==> config.mk <==
export PLATFORM = sky130hd
export DESIGN_NAME = obj_slot_scheduler
export DESIGN_NICKNAME = d
export VERILOG_FILES = /design/src/rtl/game_pkg.sv /design/src/rtl/obj_slot_update.sv /design/src/rtl/obj_slot_scheduler.sv
export SDC_FILE = /design/constraint.sdc
export NUM_CORES = 1
export LEC_CHECK = 0
export CORE_MARGIN = 5
export CORE_UTILIZATION = 53
export DETAILED_ROUTE_END_ITERATION = 7
export MAX_ROUTING_LAYER = met4
export PLACE_DENSITY = 0.8
export SLEW_MARGIN = 5
export SYNTH_ARGS = -nofsm -noshare
export SYNTH_HDL_FRONTEND = slang
export SYNTH_SLANG_ARGS = --single-unit
==> constraint.sdc <==
create_clock -name clock -period 4.91 [get_ports clock]
set_input_delay 0.982 -clock clock [delete_from_list [all_inputs] [get_ports clock]]
set_output_delay 0.982 -clock clock [all_outputs]
set_load 0.1 [all_outputs]
==> src/rtl/game_pkg.sv <==
// Shared definitions for the object-slot scheduler: slot word layout, FSM
// encoding and default geometry constants.
package game_pkg;

  localparam int SCREEN_WIDTH_DEF = 1024;
  localparam int CHAR_WIDTH_DEF   = 20;
  localparam int CHAR_HEIGHT_DEF  = 20;
  localparam int OBJ_HEIGHT_DEF   = 20;
  localparam int Y_BASE_DEF       = 220;
  localparam int NUM_SLOTS_DEF    = 5;

  localparam int SLOT_W = 26;

  // Packed layout: [25:23] frame, [22:21] identity, [20:10] x, [9:0] y.
  // An all-zero word means the slot is empty.
  typedef struct packed {
    logic [2:0]  frame;
    logic [1:0]  id;
    logic [10:0] x;
    logic [9:0]  y;
  } slot_t;

  typedef enum logic [1:0] {
    ST_IDLE  = 2'd0,
    ST_SCAN  = 2'd1,
    ST_SPAWN = 2'd2,
    ST_DONE  = 2'd3
  } state_t;

endpackage

==> src/rtl/obj_slot_update.sv <==
// Single-slot frame update: collision against the player, leftward scroll,
// off-screen removal and frame-field advance. Purely combinational.
module obj_slot_update
  import game_pkg::*;
#(
  parameter int CHAR_WIDTH  = CHAR_WIDTH_DEF,
  parameter int CHAR_HEIGHT = CHAR_HEIGHT_DEF,
  parameter int OBJ_HEIGHT  = OBJ_HEIGHT_DEF
) (
  input  logic [SLOT_W-1:0] slot_in,
  input  logic [3:0]        speed,
  input  logic [9:0]        p_vpos,
  input  logic              frame_adv,
  output logic [SLOT_W-1:0] slot_out,
  output logic              hit
);

  slot_t       cur;
  slot_t       nxt;
  logic        occupied;
  logic [10:0] y_ext;
  logic [10:0] speed_ext;
  logic [10:0] upper;
  logic [10:0] lower;

  always_comb begin
    cur       = slot_t'(slot_in);
    occupied  = (slot_in != '0);
    y_ext     = {1'b0, cur.y};
    speed_ext = {7'd0, speed};
    upper     = {1'b0, p_vpos} + 11'(CHAR_HEIGHT);
    // Lower bound clamps at zero so a player near the top never wraps.
    lower     = (p_vpos < 10'(OBJ_HEIGHT)) ? 11'd0 : ({1'b0, p_vpos} - 11'(OBJ_HEIGHT));
    hit       = occupied && (cur.x < 11'(CHAR_WIDTH)) && (y_ext < upper) && (y_ext > lower);

    // NOTE: nxt gets a full default before any branch so no path leaves it unassigned (no latch).
    nxt = '0;
    if (occupied && !hit && (cur.x > speed_ext)) begin
      nxt       = cur;
      nxt.x     = cur.x - speed_ext;
      nxt.frame = cur.frame + 3'(frame_adv);
    end
    slot_out = nxt;
  end

endmodule

==> src/rtl/obj_slot_scheduler.sv <==
// Per-frame object scheduler: walks the slot table one entry per cycle through
// a shared update datapath, then optionally spawns one new object.
module obj_slot_scheduler
  import game_pkg::*;
#(
  parameter int SCREEN_WIDTH = SCREEN_WIDTH_DEF,
  parameter int CHAR_WIDTH   = CHAR_WIDTH_DEF,
  parameter int CHAR_HEIGHT  = CHAR_HEIGHT_DEF,
  parameter int OBJ_HEIGHT   = OBJ_HEIGHT_DEF,
  parameter int Y_BASE       = Y_BASE_DEF,
  parameter int NUM_SLOTS    = NUM_SLOTS_DEF
) (
  input  logic                clock,
  input  logic                reset_n,
  input  logic                frame_start,
  input  logic                play_en,
  input  logic [3:0]          speed,
  input  logic [9:0]          p_vpos,
  input  logic                spawn_req,
  input  logic                spawn_id,
  input  logic [7:0]          spawn_y,
  output logic                spawn_ack,
  output logic [SLOT_W-1:0]   p_obj1,
  output logic [SLOT_W-1:0]   p_obj2,
  output logic [SLOT_W-1:0]   p_obj3,
  output logic [SLOT_W-1:0]   p_obj4,
  output logic [SLOT_W-1:0]   p_obj5,
  output logic [7:0]          score,
  output logic                busy,
  output logic                done
);

  localparam int IDX_W = $clog2(NUM_SLOTS + 1);

  state_t            state;
  logic [SLOT_W-1:0] slots [NUM_SLOTS];
  logic [IDX_W-1:0]  idx;
  logic [IDX_W-1:0]  free_idx;
  logic              free_found;
  logic [2:0]        frame_cnt;
  logic              frame_adv;
  logic [3:0]        speed_q;
  logic [9:0]        p_vpos_q;
  logic [SLOT_W-1:0] cur_slot;
  logic [SLOT_W-1:0] upd_out;
  logic              upd_hit;
  logic [SLOT_W-1:0] spawn_word;

  always_comb begin
    cur_slot = '0;
    for (int i = 0; i < NUM_SLOTS; i++)
      if (idx == IDX_W'(i)) cur_slot = slots[i];
  end

  assign spawn_word = {3'b000, 1'b0, spawn_id, 11'(SCREEN_WIDTH), 10'(Y_BASE) + {2'b00, spawn_y}};

  obj_slot_update #(
    .CHAR_WIDTH  (CHAR_WIDTH),
    .CHAR_HEIGHT (CHAR_HEIGHT),
    .OBJ_HEIGHT  (OBJ_HEIGHT)
  ) u_update (
    .slot_in   (cur_slot),
    .speed     (speed_q),
    .p_vpos    (p_vpos_q),
    .frame_adv (frame_adv),
    .slot_out  (upd_out),
    .hit       (upd_hit)
  );

  // NOTE: all state here uses non-blocking assignments so every register samples pre-edge values.
  always_ff @(posedge clock or negedge reset_n) begin
    if (!reset_n) begin
      state      <= ST_IDLE;
      // NOTE: the slot table is reset because all-zero is the architectural "empty" encoding.
      for (int i = 0; i < NUM_SLOTS; i++) slots[i] <= '0;
      idx        <= '0;
      free_idx   <= '0;
      free_found <= 1'b0;
      frame_cnt  <= 3'd0;
      frame_adv  <= 1'b0;
      speed_q    <= 4'd0;
      p_vpos_q   <= 10'd0;
      score      <= 8'd0;
      spawn_ack  <= 1'b0;
      busy       <= 1'b0;
      done       <= 1'b0;
    end else begin
      spawn_ack <= 1'b0;
      done      <= 1'b0;
      unique case (state)
        ST_IDLE: begin
          if (frame_start && play_en) begin
            state      <= ST_SCAN;
            busy       <= 1'b1;
            speed_q    <= speed;
            p_vpos_q   <= p_vpos;
            frame_adv  <= (frame_cnt == 3'd0);
            frame_cnt  <= frame_cnt + 3'd1;
            idx        <= '0;
            free_found <= 1'b0;
          end
        end
        ST_SCAN: begin
          // The cycle after the last slot is the spawn decision; ack shows during SPAWN.
          if (idx == IDX_W'(NUM_SLOTS)) begin
            if (spawn_req && free_found) begin
              for (int i = 0; i < NUM_SLOTS; i++)
                if (free_idx == IDX_W'(i)) slots[i] <= spawn_word;
              spawn_ack <= 1'b1;
            end
            state <= ST_SPAWN;
          end else begin
            for (int i = 0; i < NUM_SLOTS; i++)
              if (idx == IDX_W'(i)) slots[i] <= upd_out;
            if (upd_hit && (score != 8'hFF)) score <= score + 8'd1;
            if ((cur_slot == '0) && !free_found) begin
              free_found <= 1'b1;
              free_idx   <= idx;
            end
            idx <= idx + IDX_W'(1);
          end
        end
        ST_SPAWN: begin
          done  <= 1'b1;
          state <= ST_DONE;
        end
        ST_DONE: begin
          busy  <= 1'b0;
          state <= ST_IDLE;
        end
      endcase
    end
  end

  assign p_obj1 = slots[0];
  assign p_obj2 = slots[1];
  assign p_obj3 = slots[2];
  assign p_obj4 = slots[3];
  assign p_obj5 = slots[4];

endmodule

==> summary.txt, run 1 <==
status: finished, violations left
failing checks: design-rule violations
RSZ-0062 raised after global routing: false
Chip Width: 143 um
Layout Nets: 1180
CP max-delay cell: a2111oi_2
DRC Markers: 7
layout cells sized above 1: 11.9%
EDFF count, synth: 0
yosys warns: 0
Area growth syn-to-layout: 26.9%
Total Routing Usage GR: 30.6%
die area: 0.0204 sq mm
# diodes: 0
via count: 8702
WP buf/inv: 3
WL per Instance: 22.3 um
initial antenna violation count: 0
largest net degree at the start of global routing: 106
DR vias/cell: 6.45
CP max stage delay: 0.54 ns
starting density of the core: 54.0%
Final Hold Viols: 0
cts hold-fix bufs: 0
top-count cell post-synth: dfrtp_1
Reg2Reg Depth: 16
PortBufs: 168
Hold Path Class: register to register
Synth Instances: 949
Die Y: 143 um
share of Yosys cell area claimed by the top area cell type: 44.8%
Setup TNS Final: 0 ns
CTS tree: yes
Post-CTS Setup Inserts: 0
dpl hpwl: 21600 um
Post-Syn Area per Cell: 9.88 sq um
Clock transition at path regs: 0.06 ns
required time worst endpoint: 5.20 ns
Yosys cell types: 75
Critical Path Source Type: register
total length of routed wires: 30000 um
Yosys top cell by area: dfrtp_1
CTS max path bufs: 2
total gr overflow: 0
Post-synth top flop: dfrtp_1
vias in the first global route: 8359
Critical Path AT: 5.01 ns
Root Buffer: clkbuf_16
router iterations before antenna repair: 8
top cells by count, synth: dfrtp_1 (168), nand2_1 (162), o21ai_0 (56), inv_1 (55), o221ai_1 (43)
CTS Buf Count: 17
FF-to-FF setup slack: 0.19 ns
synthesized cell area: 0.00938 sq mm
Crit path max-delay family: compound AO/OA/AOI/OAI gates
Max H-tree Level: 4
Max FO, Critical Path: 13
Slew HR: 32.6%
first-pass GRT wire length: 47000 um
final period demand of the worst path: 4.72 ns
crit path cell chain: inv_1 > ha_1 > nor2b_4 > a221oi_1 > o211a_1 > inv_1 > ha_1 > a21o_1 > a21oi_1 > o221a_2 > nand3_1 > a2111oi_2 > nand4_4 > o2111ai_2 > buf_4 > o221ai_1
Final period util: 96.1%
Skew-Pair Late Insertion Delay: 0.43 ns
syn nets: 1016
crit path kind: register to register
Post-synth ARST share: 100%
Fillers: 1321
Worst R2R End: p_obj2[21]
Max Clk Rate: 212 MHz
crit path from: idx[1]
drt initial violations: 1086
RR Startpoint: idx[1]
Site Rows: 48
Final ANT Viol Nets: 0
fin. max-slew vios: 0
Max-Cap Viols: 0
Critical Path Sink Type: register
global placement routability congestion: 0.939
Worst-Margin Slew: 1.01 ns
register area share after synthesis: 44.8%
final setup vio count: 0
CORE AREA: 0.0174 sq mm
Final Skew: 0.00766 ns
WP depth: 16
I/O pins: 169
top post-synthesis cells by area: dfrtp_1 (45%), nand2_1 (6.5%), ha_1 (5.1%)
Clock Sinks: 168
Post-CTS Resized: 0
Synth Register Bits: 168
Critical Path End: p_obj2[21]
-- cell usage in the layout, fill, tap and decap left out, drive strengths merged, types with 23 or more instances in the layout --
| cell | count |
|---|---|
| dfrtp | 168 |
| a221oi | 24 |
| buf | 42 |
| nand2 | 162 |
| ha | 38 |
| o221ai | 51 |
| mux2 | 23 |
| inv | 56 |
| clkdlybuf4s50 | 167 |
| clkbuf | 23 |
| nor2 | 28 |
| a21oi | 38 |
| o21ai | 81 |
-- worst register-to-register path: stages, from the launching register on --
cell and delay (ns):
dfrtp_1 0.43, inv_1 0.10, ha_1 0.38, nor2b_4 0.17
a221oi_1 0.31, o211a_1 0.35, inv_1 0.13, ha_1 0.34
a21o_1 0.16, a21oi_1 0.14, o221a_2 0.21, nand3_1 0.09
a2111oi_2 0.54, nand4_4 0.36, o2111ai_2 0.46, buf_4 0.28
o221ai_1 0.12
-- area by class of cell --
| cell class | instances | area, sq um | share of cell area, % |
|---|---|---|---|
| repair buffers | 209 | 2020 | 16.9 |
| inverters | 55 | 206 | 1.74 |
| clock buffers | 23 | 488 | 4.10 |
| flip-flops and latches | 168 | 4200 | 35.3 |
| well taps | 225 | 282 | 2.37 |
| clock inverters | 7 | 68.8 | 0.578 |
| multi-input cells | 662 | 4630 | 38.9 |
-- worst min path at each step --
stage,startpoint,end,slack [ns],cells past startpoint
floorplan,frame_cnt[2],frame_cnt[2],0.44,1
global placement,frame_cnt[2],frame_cnt[2],0.46,1
detailed placement,frame_cnt[2],frame_cnt[2],0.46,1
CTS,frame_cnt[2],frame_cnt[2],0.47,1
global route,frame_cnt[2],frame_cnt[2],0.49,1
finish,frame_cnt[2],frame_cnt[2],0.47,1
-- state kept, by name, summed over array words and instances, names as in the netlist --
name	flops
idx	3
free_found	1
score	8
state	2
free_idx	3
p_obj3	26
spawn_ack	1
frame_adv	1
frame_cnt	3
done	1
p_vpos_q	10
p_obj5	26
p_obj1	26
speed_q	4
p_obj2	26
p_obj4	26
busy	1
-- through the flow --
stage / utilization (%) / instances / instance area (sq um) / hold slack [ns] / setup WS [ns]
final: 68.5 / 1349 / 11900 / 0.468 / 0.193
after global routing: 68.5 / 1349 / 11900 / 0.491 / 0.00391
after CTS: 68.5 / 1349 / 11900 / 0.471 / 0.261
after detailed placement: 65.3 / 1319 / 11300 / 0.461 / 0.277
after global placement: 65.3 / 1319 / 11300 / 0.455 / 0.489
after floorplan: - / 949 / 9380 / 0.437 / 0.707
-- layer usage --
layer / vias to the layer above / wire length [um] / share of wire [%] / global-route usage [%]
met4: 0 / 1050 / 3.5 / 10.6
met3: 108 / 3500 / 12 / 7.00
li1: 3806 / - / - / -
met5: - / 0 / 0 / -
met1: 4146 / 11800 / 39 / 41.1
met2: 642 / 13600 / 45 / 45.9
-- cell families after synthesis --
logic type,synth area share [%]
AOI/OAI and AO/OA,23.4
and+or+nand+nor,14.5
xor gates and xnor gates,3.08
adders and majority gates,5.28
DFF,44.8
buffers and inverters,5.94
muxes,2.87
Power of run 1 is not shown: default switching activity piles up to over one toggle a cycle in this logic, so the estimate is an artifact.
==> run 2, diff against run 1 <==
- CORE_UTILIZATION: 53 -> 45
==> run 2 against run 1 <==
Effect of this change:
- the flow now finishes without violations
- register-to-register slack improved by 0.04 ns
- sequential share of layout area down 0.40 points
- clock skew up 0.0049 ns
- setup slack better by 0.039 ns
- fmax is 0.84% higher
- critical path depth unchanged
- first-iteration DRC count shrank 0.37%
- via count increased by 0.83%
- largest cell class unchanged
- non-clock buffer count increased by 1
- design area up 1.1%
- wire length up 4.2%
- die area rose by 16%
==> summary.txt, run 2 (same netlist as run 1, synthesis figures left out) <==
total gr overflow: 0
via count: 8774
Reg2Reg Depth: 16
Worst-Margin Slew: 1.06 ns
PortBufs: 168
DR vias/cell: 6.28
starting density of the core: 46.0%
Post-Route Utilization: 59.1%
dpl hpwl: 22700 um
initial antenna violation count: 0
WL per Instance: 22.4 um
Total Routing Usage GR: 26.3%
Layout Nets: 1181
CTS Buf Count: 17
Area growth syn-to-layout: 28.3%
CTS tree: yes
final worst setup slack: 0.232 ns
I/O pins: 169
layout cells sized above 1: 12.3%
final setup vio count: 0
first-pass GRT wire length: 48300 um
Clock transition at path regs: 0.07 ns
drt initial violations: 1082
Fillers: 1724
vias in the first global route: 8433
DRC Markers: 0
Worst Hold Path EP: frame_cnt[2]
FF-to-FF setup slack: 0.23 ns
Max-Cap Viols: 0
Max Clk Rate: 214 MHz
Worst R2R End: p_obj2[4]
crit path kind: register to register
Hold Path Class: register to register
RSZ-0062 raised after global routing: false
Final Skew: 0.0125 ns
Root Buffer: clkbuf_16
Final Hold Viols: 0
required time worst endpoint: 5.18 ns
Hold Crit Start: frame_cnt[2]
router iterations before antenna repair: 8
Chip Width: 154 um
Max H-tree Level: 4
Site Rows: 52
pre-CTS WS: 0.293 ns
CORE AREA: 0.0204 sq mm
Critical Path Source Type: register
Setup TNS Final: 0 ns
Die Y: 154 um
Slew HR: 29.2%
most frequent cells in the layout: dfrtp_1 (168), clkdlybuf4s50_1 (167), nand2_1 (162)
# diodes: 0
Critical Path AT: 4.95 ns
status: complete, no violations
global placement routability congestion: 1.03
fin. max-slew vios: 0
Min Hold Slack: 0.472 ns
die area: 0.0238 sq mm
Final ANT Viol Nets: 0
Max FO, Critical Path: 16
total length of routed wires: 31300 um
Final period util: 95.3%
most common cell after layout, fill and taps aside: dfrtp_1
Critical Path Sink Type: register
CTS max path bufs: 2
largest net degree at the start of global routing: 101
Clock Sinks: 168
RR Startpoint: idx[1]
Skew-Pair Late Insertion Delay: 0.44 ns
Hold Path Depth: 1
final period demand of the worst path: 4.68 ns
==> run 2: through the flow <==
step                instance area, sq um  instances
floorplan                           9380        949
global placement                   11400       1365
detailed placement                 11400       1365
CTS                                12000       1397
global route                       12000       1397
finish                             12000       1397
==> run 2: critical path: stages, from the launching register on <==
cell and delay (ns):
dfrtp_1 0.43, inv_1 0.12, ha_1 0.46, nand2_1 0.29, nand3_1 0.15, o211a_1 0.31, inv_1 0.12, ha_1 0.33
a21o_1 0.16, a21oi_1 0.15, o221a_2 0.21, nand3_1 0.09, a2111oi_2 0.47, nand4_4 0.37, o2111ai_2 0.37, buf_4 0.34
o221ai_1 0.13
==> run 2: area by class of cell <==
cell class                      count  area, sq um  area share, %
Clock buffer                       20          467           3.88
Clock inverter                     12          139           1.15
Inverter                           55          206           1.72
Multi-Input combinational cell    662         4650           38.7
Sequential cell                   168         4200           34.9
Tap cell                          270          338           2.81
Timing Repair Buffer              210         2020           16.8
==> run 2: worst max path at each step <==
stage	start	endpoint	slack, ns	cells past startpoint
3_5_place_dp	idx[1]	p_obj1[6]	0.29	16
6_report	idx[1]	p_obj2[4]	0.23	16
3_3_place_gp	idx[0]	p_obj1[4]	0.46	16
5_1_grt	idx[1]	p_obj2[4]	0.004	16
4_1_cts	idx[0]	p_obj1[6]	0.27	17
2_1_floorplan	idx[2]	score[1]	0.71	20
==> run 2: per-layer routing <==
metal / GRT usage (%) / share of wire (%) / up-vias
met1: 35.3 / 40 / 4235
met5: - / 0 / -
met3: 5.06 / 11 / 109
met4: 10.3 / 3.9 / 0
met2: 39.7 / 45 / 623
li1: - / - / 3807
==> run 2: repair_timing <==
item,in CTS,in global routing
gates resized for setup,0,3
endpoints found under the setup margin,0,19
setup buffers,0,0
hold buffers,0,0
Power of run 2 is left out for the same reason.
